File: src/rtl/pwm_timer_ctrl.sv
// Period counter, shadow/active register set and run-control FSM for one pwm_comparator channel.
// Optional one-pulse mode (CTRL bit 4) is built only when PWM_ONE_PULSE_EN is defined.
//
// state | meaning
// IDLE  | stopped, CNT=0, ENABLE=0, waiting for START
// LOAD  | one-cycle unconditional shadow->active copy before running
// RUN   | counting, wrap copies dirty shadows, STOP/ABORT/FORCE_UPD honoured
// DRAIN | counting until the next wrap, then IDLE; only ABORT honoured
module pwm_timer_ctrl #(
  parameter int WIDTH = 16
) (
  input  logic             clk,
  input  logic             rst_n,
  input  logic             wr_en,
  input  logic [1:0]       wr_addr,
  input  logic [WIDTH-1:0] wr_data,
  output logic [WIDTH-1:0] cnt,
  output logic [WIDTH-1:0] ccr,
  output logic [WIDTH-1:0] delay,
  output logic [WIDTH-1:0] period,
  output logic             enable,
  output logic             busy,
  output logic             period_evt,
  output logic             update_evt
);

  typedef enum logic [1:0] {S_IDLE, S_LOAD, S_RUN, S_DRAIN} state_t;

  localparam logic [WIDTH-1:0] ONE = {{(WIDTH-1){1'b0}}, 1'b1};

  state_t           state, state_nxt;
  logic [WIDTH-1:0] cnt_nxt;
  logic [WIDTH-1:0] sh_period, sh_ccr, sh_delay;
  logic             dirty;
  logic             copy;
  logic             pevt_nxt;
  logic             ctrl_wr, cmd_start, cmd_stop, cmd_abort, cmd_force;
  logic             wrap;
  logic [WIDTH-1:0] cnt_step;
  logic             opm_stop;

  assign ctrl_wr   = wr_en && (wr_addr == 2'd0);
  assign cmd_start = ctrl_wr && wr_data[0];
  assign cmd_stop  = ctrl_wr && wr_data[1];
  assign cmd_abort = ctrl_wr && wr_data[2];
  assign cmd_force = ctrl_wr && wr_data[3];

  // Wrap is modulo the active period; a zero period parks the counter at 0.
  assign wrap     = (period != '0) && (cnt == period - ONE);
  assign cnt_step = ((period == '0) || wrap) ? '0 : cnt + ONE;

`ifdef PWM_ONE_PULSE_EN
  logic opm;

  always_ff @(posedge clk or negedge rst_n) begin
    if (!rst_n) begin
      opm <= 1'b0;
    end else if (ctrl_wr) begin
      opm <= wr_data[4];
    end
  end

  assign opm_stop = opm;
`else
  assign opm_stop = 1'b0;
`endif

  always_ff @(posedge clk or negedge rst_n) begin
    if (!rst_n) begin
      state      <= S_IDLE;
      cnt        <= '0;
      ccr        <= '0;
      delay      <= '0;
      period     <= '0;
      sh_period  <= '0;
      sh_ccr     <= '0;
      sh_delay   <= '0;
      dirty      <= 1'b0;
      period_evt <= 1'b0;
      update_evt <= 1'b0;
    end else begin
      state      <= state_nxt;
      cnt        <= cnt_nxt;
      period_evt <= pevt_nxt;
      update_evt <= copy;
      // The copy takes pre-edge shadow values; a coincident write keeps dirty set.
      if (copy) begin
        period <= sh_period;
        ccr    <= sh_ccr;
        delay  <= sh_delay;
      end
      if (wr_en) begin
        case (wr_addr)
          2'd1:    sh_period <= wr_data;
          2'd2:    sh_ccr    <= wr_data;
          2'd3:    sh_delay  <= wr_data;
          default: ;
        endcase
      end
      if (wr_en && (wr_addr != 2'd0)) begin
        dirty <= 1'b1;
      end else if (copy) begin
        dirty <= 1'b0;
      end
    end
  end

  always_comb begin
    state_nxt = state;
    cnt_nxt   = cnt;
    copy      = 1'b0;
    pevt_nxt  = 1'b0;
    case (state)
      S_IDLE: begin
        cnt_nxt = '0;
        if (!cmd_abort && cmd_start) begin
          state_nxt = S_LOAD;
        end
      end
      S_LOAD: begin
        copy      = 1'b1;
        cnt_nxt   = '0;
        state_nxt = S_RUN;
      end
      S_RUN: begin
        if (cmd_abort) begin
          state_nxt = S_IDLE;
          cnt_nxt   = '0;
        end else if (cmd_stop) begin
          state_nxt = S_DRAIN;
          cnt_nxt   = cnt_step;
          pevt_nxt  = wrap;
          copy      = wrap && dirty;
        end else if (cmd_force) begin
          copy    = 1'b1;
          cnt_nxt = '0;
        end else begin
          cnt_nxt  = cnt_step;
          pevt_nxt = wrap;
          if (wrap && opm_stop) begin
            state_nxt = S_IDLE;
          end else begin
            copy = wrap && dirty;
          end
        end
      end
      S_DRAIN: begin
        if (cmd_abort) begin
          state_nxt = S_IDLE;
          cnt_nxt   = '0;
        end else begin
          cnt_nxt  = cnt_step;
          pevt_nxt = wrap;
          if (wrap) begin
            state_nxt = S_IDLE;
          end
        end
      end
      default: begin
        state_nxt = S_IDLE;
        cnt_nxt   = '0;
      end
    endcase
  end

  always_comb begin
    enable = (state == S_RUN) || (state == S_DRAIN);
    busy   = (state != S_IDLE);
  end

endmodule

File: config.mk
export PLATFORM = sky130hd
export DESIGN_NAME = pwm_timer_ctrl
export DESIGN_NICKNAME = d
export VERILOG_FILES = /design/src/rtl/pwm_timer_ctrl.sv
export SDC_FILE = /design/constraint.sdc
export NUM_CORES = 1
export LEC_CHECK = 0
export CORE_UTILIZATION = 45
export CTS_BUF_LIST = sky130_fd_sc_hd__clkbuf_2
export DETAILED_ROUTE_END_ITERATION = 10
export DONT_BUFFER_PORTS = 1
export MAX_ROUTING_LAYER = met4
export PLACE_DENSITY = 0.69
export SLEW_MARGIN = 20
export SYNTH_ARGS = -nofsm -noshare
export SYNTH_HDL_FRONTEND = slang
export SYNTH_SLANG_ARGS = --single-unit
File: constraint.sdc
create_clock -name clk -period 3.5 [get_ports clk]
set_input_delay 0.7 -clock clk [delete_from_list [all_inputs] [get_ports clk]]
set_output_delay 0.7 -clock clk [all_outputs]
set_load 0.01 [all_outputs]
# Word-level counts from Yosys, hierarchy flattened
# Index checks and enable logic that the tools add are counted.
dict set report op_classes {
  addsub 2
  reduce_logical 24
  n_mux 23
  eq_ne 10
}
# operator n
set op_table {}
lappend op_table {{two-way mux 16 bit} 5}
lappend op_table {{one-hot mux 16 bit (3 select lines)} 1}
lappend op_table {{adder 16 x 1 -> 16 bit, second input constant} 1}
lappend op_table {{== test 16 bit} 1}
lappend op_table {{logical NOT 16 bit} 1}
lappend op_table {{nonzero test 16 bit} 1}
lappend op_table {{subtractor 16 x 1 -> 16 bit, second input constant} 1}
lappend op_table {{two-way mux 2 bit} 5}
lappend op_table {{logical AND 1 bit} 9}
lappend op_table {{two-way mux 1 bit} 9}
lappend op_table {{== test 2 bit, second input constant} 4}
lappend op_table {{one-hot mux 2 bit (4 select lines)} 1}
lappend op_table {{!= test 3 bit, second input constant} 2}
lappend op_table {{AND reduction 2 bit} 3}
lappend op_table {{nonzero test 2 bit} 3}
lappend op_table {{== test 2 x 1 -> 1 bit, second input constant} 2}
lappend op_table {{logical NOT 2 bit} 2}
lappend op_table {{one-hot mux 1 bit (2 select lines)} 2}
lappend op_table {{AND reduction 3 bit} 1}
lappend op_table {{logical OR 1 bit} 2}
lappend op_table {{!= test 2 bit, second input constant} 1}
lappend op_table {{OR reduction 2 bit} 1}
lappend op_table {{logical NOT 1 bit} 1}
dict set report word_totals {
  register_bits 117
  wordCells 70
  input_bits 21
  out_inout_bits 68
}

# Longest topological paths before layout
dict set report depth {
  word_depth 10
  mapped_depth 12
  depth_no_buf 10
}

# Worst setup path after synthesis
# OpenSTA, ideal clock, no wires.
dict set report synth_path {
  kind {reg2reg}
  startpoint {reg period[0]}
  endpoint {reg ccr[10]}
  t_arrival_ns 2.882
  slack_ns 0.491
  setup_ns 0.127
  path_buffers 2
  required_time_ns 3.373
  path_stages_with_launch 12
  synth_period_minus_slack_ns 3.009
  path_cell_list {dfrtp_1 -> inv_1 -> ha_1 -> nor3b_4 -> nor3b_1 -> a31oi_1 -> a2111o_1 -> nand4b_4 -> o22ai_2 -> buf_6 -> buf_8 -> mux2_1}
}
dict set report synth_via {
  elab_chain_len 8
  word_cells_on_any_way 9
  classes_between {add/sub: 1; eq/ne: 1; mux: 4; reduce/logical: 3}
}
# item line_no
set synth_rtl {}
lappend synth_rtl {{from (decl)} 20} ;# output logic [WIDTH-1:0] period,
lappend synth_rtl {{from (signal assigned)} 88} ;# period <= sh_period;
lappend synth_rtl {{subtractor 16 x 1 -> 16 bit} 49} ;# assign wrap = (period != '0) && (cnt == period - ONE);
lappend synth_rtl {{== test 16 bit} 49}
lappend synth_rtl {{logical AND 1 bit (*)} 49}
lappend synth_rtl {{logical AND 1 bit (*)} {133, 143}}
lappend synth_rtl {{two-way mux 1 bit} 134} ;# end else if (cmd_force) begin
lappend synth_rtl {{two-way mux 1 bit (*)} 129} ;# end else if (cmd_stop) begin
lappend synth_rtl {{two-way mux 1 bit (*)} 126} ;# if (cmd_abort) begin
lappend synth_rtl {{one-hot mux 1 bit (2 select lines) (*)} 113} ;# case (state)
lappend synth_rtl {{via copy} 35} ;# logic copy;
lappend synth_rtl {{to (signal assigned)} 89} ;# ccr <= sh_ccr;
lappend synth_rtl {{to (decl)} 18} ;# output logic [WIDTH-1:0] ccr,
# Mark *: on every way through the listed nets, which the timed path passes. The rest lies on a longest branch.
# A chain may end at the register's enable or synchronous reset.

# Final worst setup path
dict set report layout_path {
  startpoint {reg period[0]}
  endpoint {reg delay[9]}
}
dict set report layout_via {
  elab_chain_len 8
  word_cells_on_any_way 9
  classes_between {add/sub: 1; eq/ne: 1; mux: 4; reduce/logical: 3}
}
# item line_no
set layout_rtl {}
lappend layout_rtl {{subtractor 16 x 1 -> 16 bit} 49}
lappend layout_rtl {{== test 16 bit} 49}
lappend layout_rtl {{logical AND 1 bit (*)} 49}
lappend layout_rtl {{logical AND 1 bit (*)} {133, 143}}
lappend layout_rtl {{two-way mux 1 bit} 134}
lappend layout_rtl {{two-way mux 1 bit (*)} 129}
lappend layout_rtl {{two-way mux 1 bit (*)} 126}
lappend layout_rtl {{one-hot mux 1 bit (2 select lines) (*)} 113}
lappend layout_rtl {{to (signal assigned)} 90} ;# delay <= sh_delay;
lappend layout_rtl {{to (decl)} 19} ;# output logic [WIDTH-1:0] delay,
# Every way passes the cells marked *; elsewhere a longest branch is shown, timed or not.

==> impl_metrics.yaml <==
place:
  numPortBuffers: 0
  hpwl_um: 7570
  place_congestion: 0.832
  place_area_mm2: 0.00556
drt:
  wl_per_cell_um: 18.6
  dr.first_iter.drc_count: 204
  first_pass_iters: 9
  dr_wl_met2_um: 5270
  via_per_inst: 5.56
  highest_layer: "met4"
  ant_nets: 0
  drc_errors: 5
  met1_length_um: 4870
  dr_wl_met3_um: 618
  num_vias: 3281
  wirelength_um: 11000
setup_path:
  arrival_ns: 3.79
  cp_slowest_cell: "a2111o_1"
  path_class: "register to register"
  rr_worst_depth: 10
  max_stage_delay_ns: 0.46
  r2r_setup_slack_ns: 0.29
  critPathRequiredTime_ns: 4.08
  crit_chain: "inv_1 -> ha_1 -> nor3b_4 -> nor3b_1 -> a31oi_1 -> a2111o_1 -> nand4b_4 -> o22ai_4 -> buf_12 -> mux2_2"
  critPathTopFamily: "simple AND/OR/NAND/NOR gates"
  worst-path-buf-inv: 2
  r2r_start: "period[0]"
  critPathLaunchType: "register"
  rr_endpoint: "delay[9]"
  path_max_fanout: 49
  critPathCaptureType: "register"
final_layout:
  fin_nets: 462
  final_common_cell: "dfrtp_1"
  mostFrequentLayoutCells: "dfrtp_1 (117), mux2_2 (87), nor2_1 (26)"
  fin_util_pct: 51.2
  nFillCells: 994
  syn_to_final_growth_pct: 9.58
  drive_above_1_share_pct: 30.7
  design_area_mm2: 0.00592
global_route:
  grt_max_degree: 118
  first_global_vias: 3396
  grt_usage_pct: 19.4
  grt_pass1_wl_um: 17800
  overflow: 0
  antenna_found_initial: 1
timing:
  finalSetupViolations: 0
  hold_viol_final: 0
  fin_worst_skew_ns: 0.0162
  timing.hold.ws_ns: 0.149
  worstMarginPinSlew_ns: 0.874
  tns_ns: 0
  slew_headroom_pct: 41.6
  fmax_ghz: 0.312
  drv_slew: 0
  fin_crit_sh_pct: 91.7
  rsz0062_at_grt: "false"
  min_period_ns: 3.21
logic_synthesis:
  syn_nets: 450
  netlist_instances: 421
  synth_area_per_cell_um2: 12.8
  syn_area_mm2: 0.00541
  async_reset_ff_share_pct: 100
  synth-seq-area-share_pct: 54.2
  synth_enable_flop_cells: 0
  synth_cell_types: 49
  synth_ff_type: "dfrtp_1"
  ys_ff_latch: 117
  yosysWarningCount: 0
cts:
  cts_tree: "yes"
  h-tree-depth: 4
  cts_sinks: 117
  cts.clk_slew.worst_paths_ns: 0.18
  worstSkewPairLatency_ns: 0.68
  clk_path_buf_depth: 2
  clock_tree.root_cell: "clkbuf_2"
  cts_made_buffers: 17
power_and_ir_drop:
  power.density_mw_per_mm2: 834
  irDropWorstVdd_v: 0.000393
  total_leakage_power_nw: 2.52
  p_total_w: 0.00494
die:
  io_pins: 89
  start_util_pct: 46.7
  coreArea_mm2: 0.0116
  die_area_mm2: 0.0125
  die_w_um: 112
  num_rows: 39
  die_h_um: 112
hold_path:
  hold_depth: 1
  holdPathEnd: "sh_period[1]"
  hp-class: "input pin to register"
  min_from: "wr_data[1]"
outcome:
  violations: "design-rule violations"
  status: "finished, violations left"
flow_run:
  drv_cap: 0
==> sequential cells by signal, summed over array words and instances (netlist names) <==
name,cells
ccr,16
cnt,16
delay,16
dirty,1
period,16
period_evt,1
sh_ccr,16
sh_delay,16
sh_period,16
state,2
update_evt,1
==> synth_stat cells (all sizes together) (2+ instances only) <==
library cell | n | area share (%)
o21a | 3 | 0.42
nand4b | 3 | 0.76
nor4 | 5 | 1.1
nand3b | 7 | 0.97
ha | 8 | 1.9
clkbuf | 7 | 0.49
nand2b | 2 | 0.23
nor3b | 3 | 0.62
or2 | 3 | 0.35
a21oi | 8 | 0.74
nand3 | 15 | 1.4
xnor2 | 15 | 2.4
buf | 9 | 1.3
and3 | 6 | 0.69
and2 | 3 | 0.35
mux2 | 96 | 20
xor2 | 16 | 2.6
inv | 11 | 0.76
nor2b | 7 | 0.81
o21ai | 8 | 0.74
a2111o | 2 | 0.42
nor2 | 26 | 1.8
dfrtp | 117 | 54
nand4 | 5 | 0.58
nor3 | 6 | 0.95
a31oi | 3 | 0.35
nand2 | 15 | 1.0
==> worst max path at each step <==
stage,start,to,slack (ns),cells after the start
after floorplan,period[0],ccr[10],0.49,11
after global placement,period[0],period[6],0.35,10
after detailed placement,period[0],delay[12],0.29,10
after CTS,period[0],delay[1],0.27,10
after global routing,period[0],ccr[0],0.11,10
final,period[0],delay[9],0.29,10
==> worst reg2reg max path, delay by kind of cell (launching register included) <==
| family | cells | cell delay (ns) |
|---|---|---|
| AO/OA/AOI/OAI | 3 | 0.78 |
| buffers and inverters | 2 | 0.37 |
| adder cells (fa/ha/maj) | 1 | 0.26 |
| multiplexers | 1 | 0.39 |
| flip-flops | 1 | 0.41 |
| AND/OR/NAND/NOR | 3 | 0.91 |
==> cell type report <==
type | count | area (um2) | share of cell area (%)
diodes | 1 | 2.50 | 0.0422
clock buffers | 18 | 90.1 | 1.52
clock inverters | 14 | 233 | 3.93
inverters | 11 | 41.3 | 0.697
multi-input cells | 277 | 2350 | 39.6
flip-flops and latches | 117 | 2930 | 49.4
well taps | 143 | 179 | 3.02
repair buffers | 9 | 103 | 1.73
==> per-layer routing <==
layer / track usage (%) / vias up
li1: - / 1527
met1: 23.2 / 1663
met2: 29.7 / 78
met3: 7.02 / 13
met4: 8.47 / 0
met5: - / -
==> kinds of logic after synthesis <==
group / after synthesis / share of synthesized area [%]
flip-flops: 117 / 54.2
XOR/XNOR: 31 / 5.02
adder cells (fa/ha/maj): 8 / 1.85
buffers and inverters: 27 / 2.55
AND/OR/NAND/NOR: 107 / 11.8
AO/OA/AOI/OAI: 35 / 4.63
multiplexers: 96 / 20.0
==> repair_timing <==
| item | in CTS | in global routing |
|---|---|---|
| hold buffers | 2 | 0 |
| gates resized for setup | 0 | 0 |
| hold endpoints to repair | 117 | 0 |
| buffers inserted | 0 | 0 |
==> stage by stage <==
step / instances / setup WS [ns]
2_1_floorplan: 421 / 0.491
3_3_place_gp: 555 / 0.350
3_5_place_dp: 555 / 0.285
4_1_cts: 589 / 0.271
5_1_grt: 590 / 0.110
6_report: 590 / 0.290
==> report_power, final <==
part           total, W  internal [W]  switching, W  leakage, nW
clock           0.00113      0.000613      0.000515        0.187
combinational   0.00151      0.000788      0.000722        0.901
sequential      0.00230       0.00176      0.000536         1.43
Power figures use the tool's default switching activity.
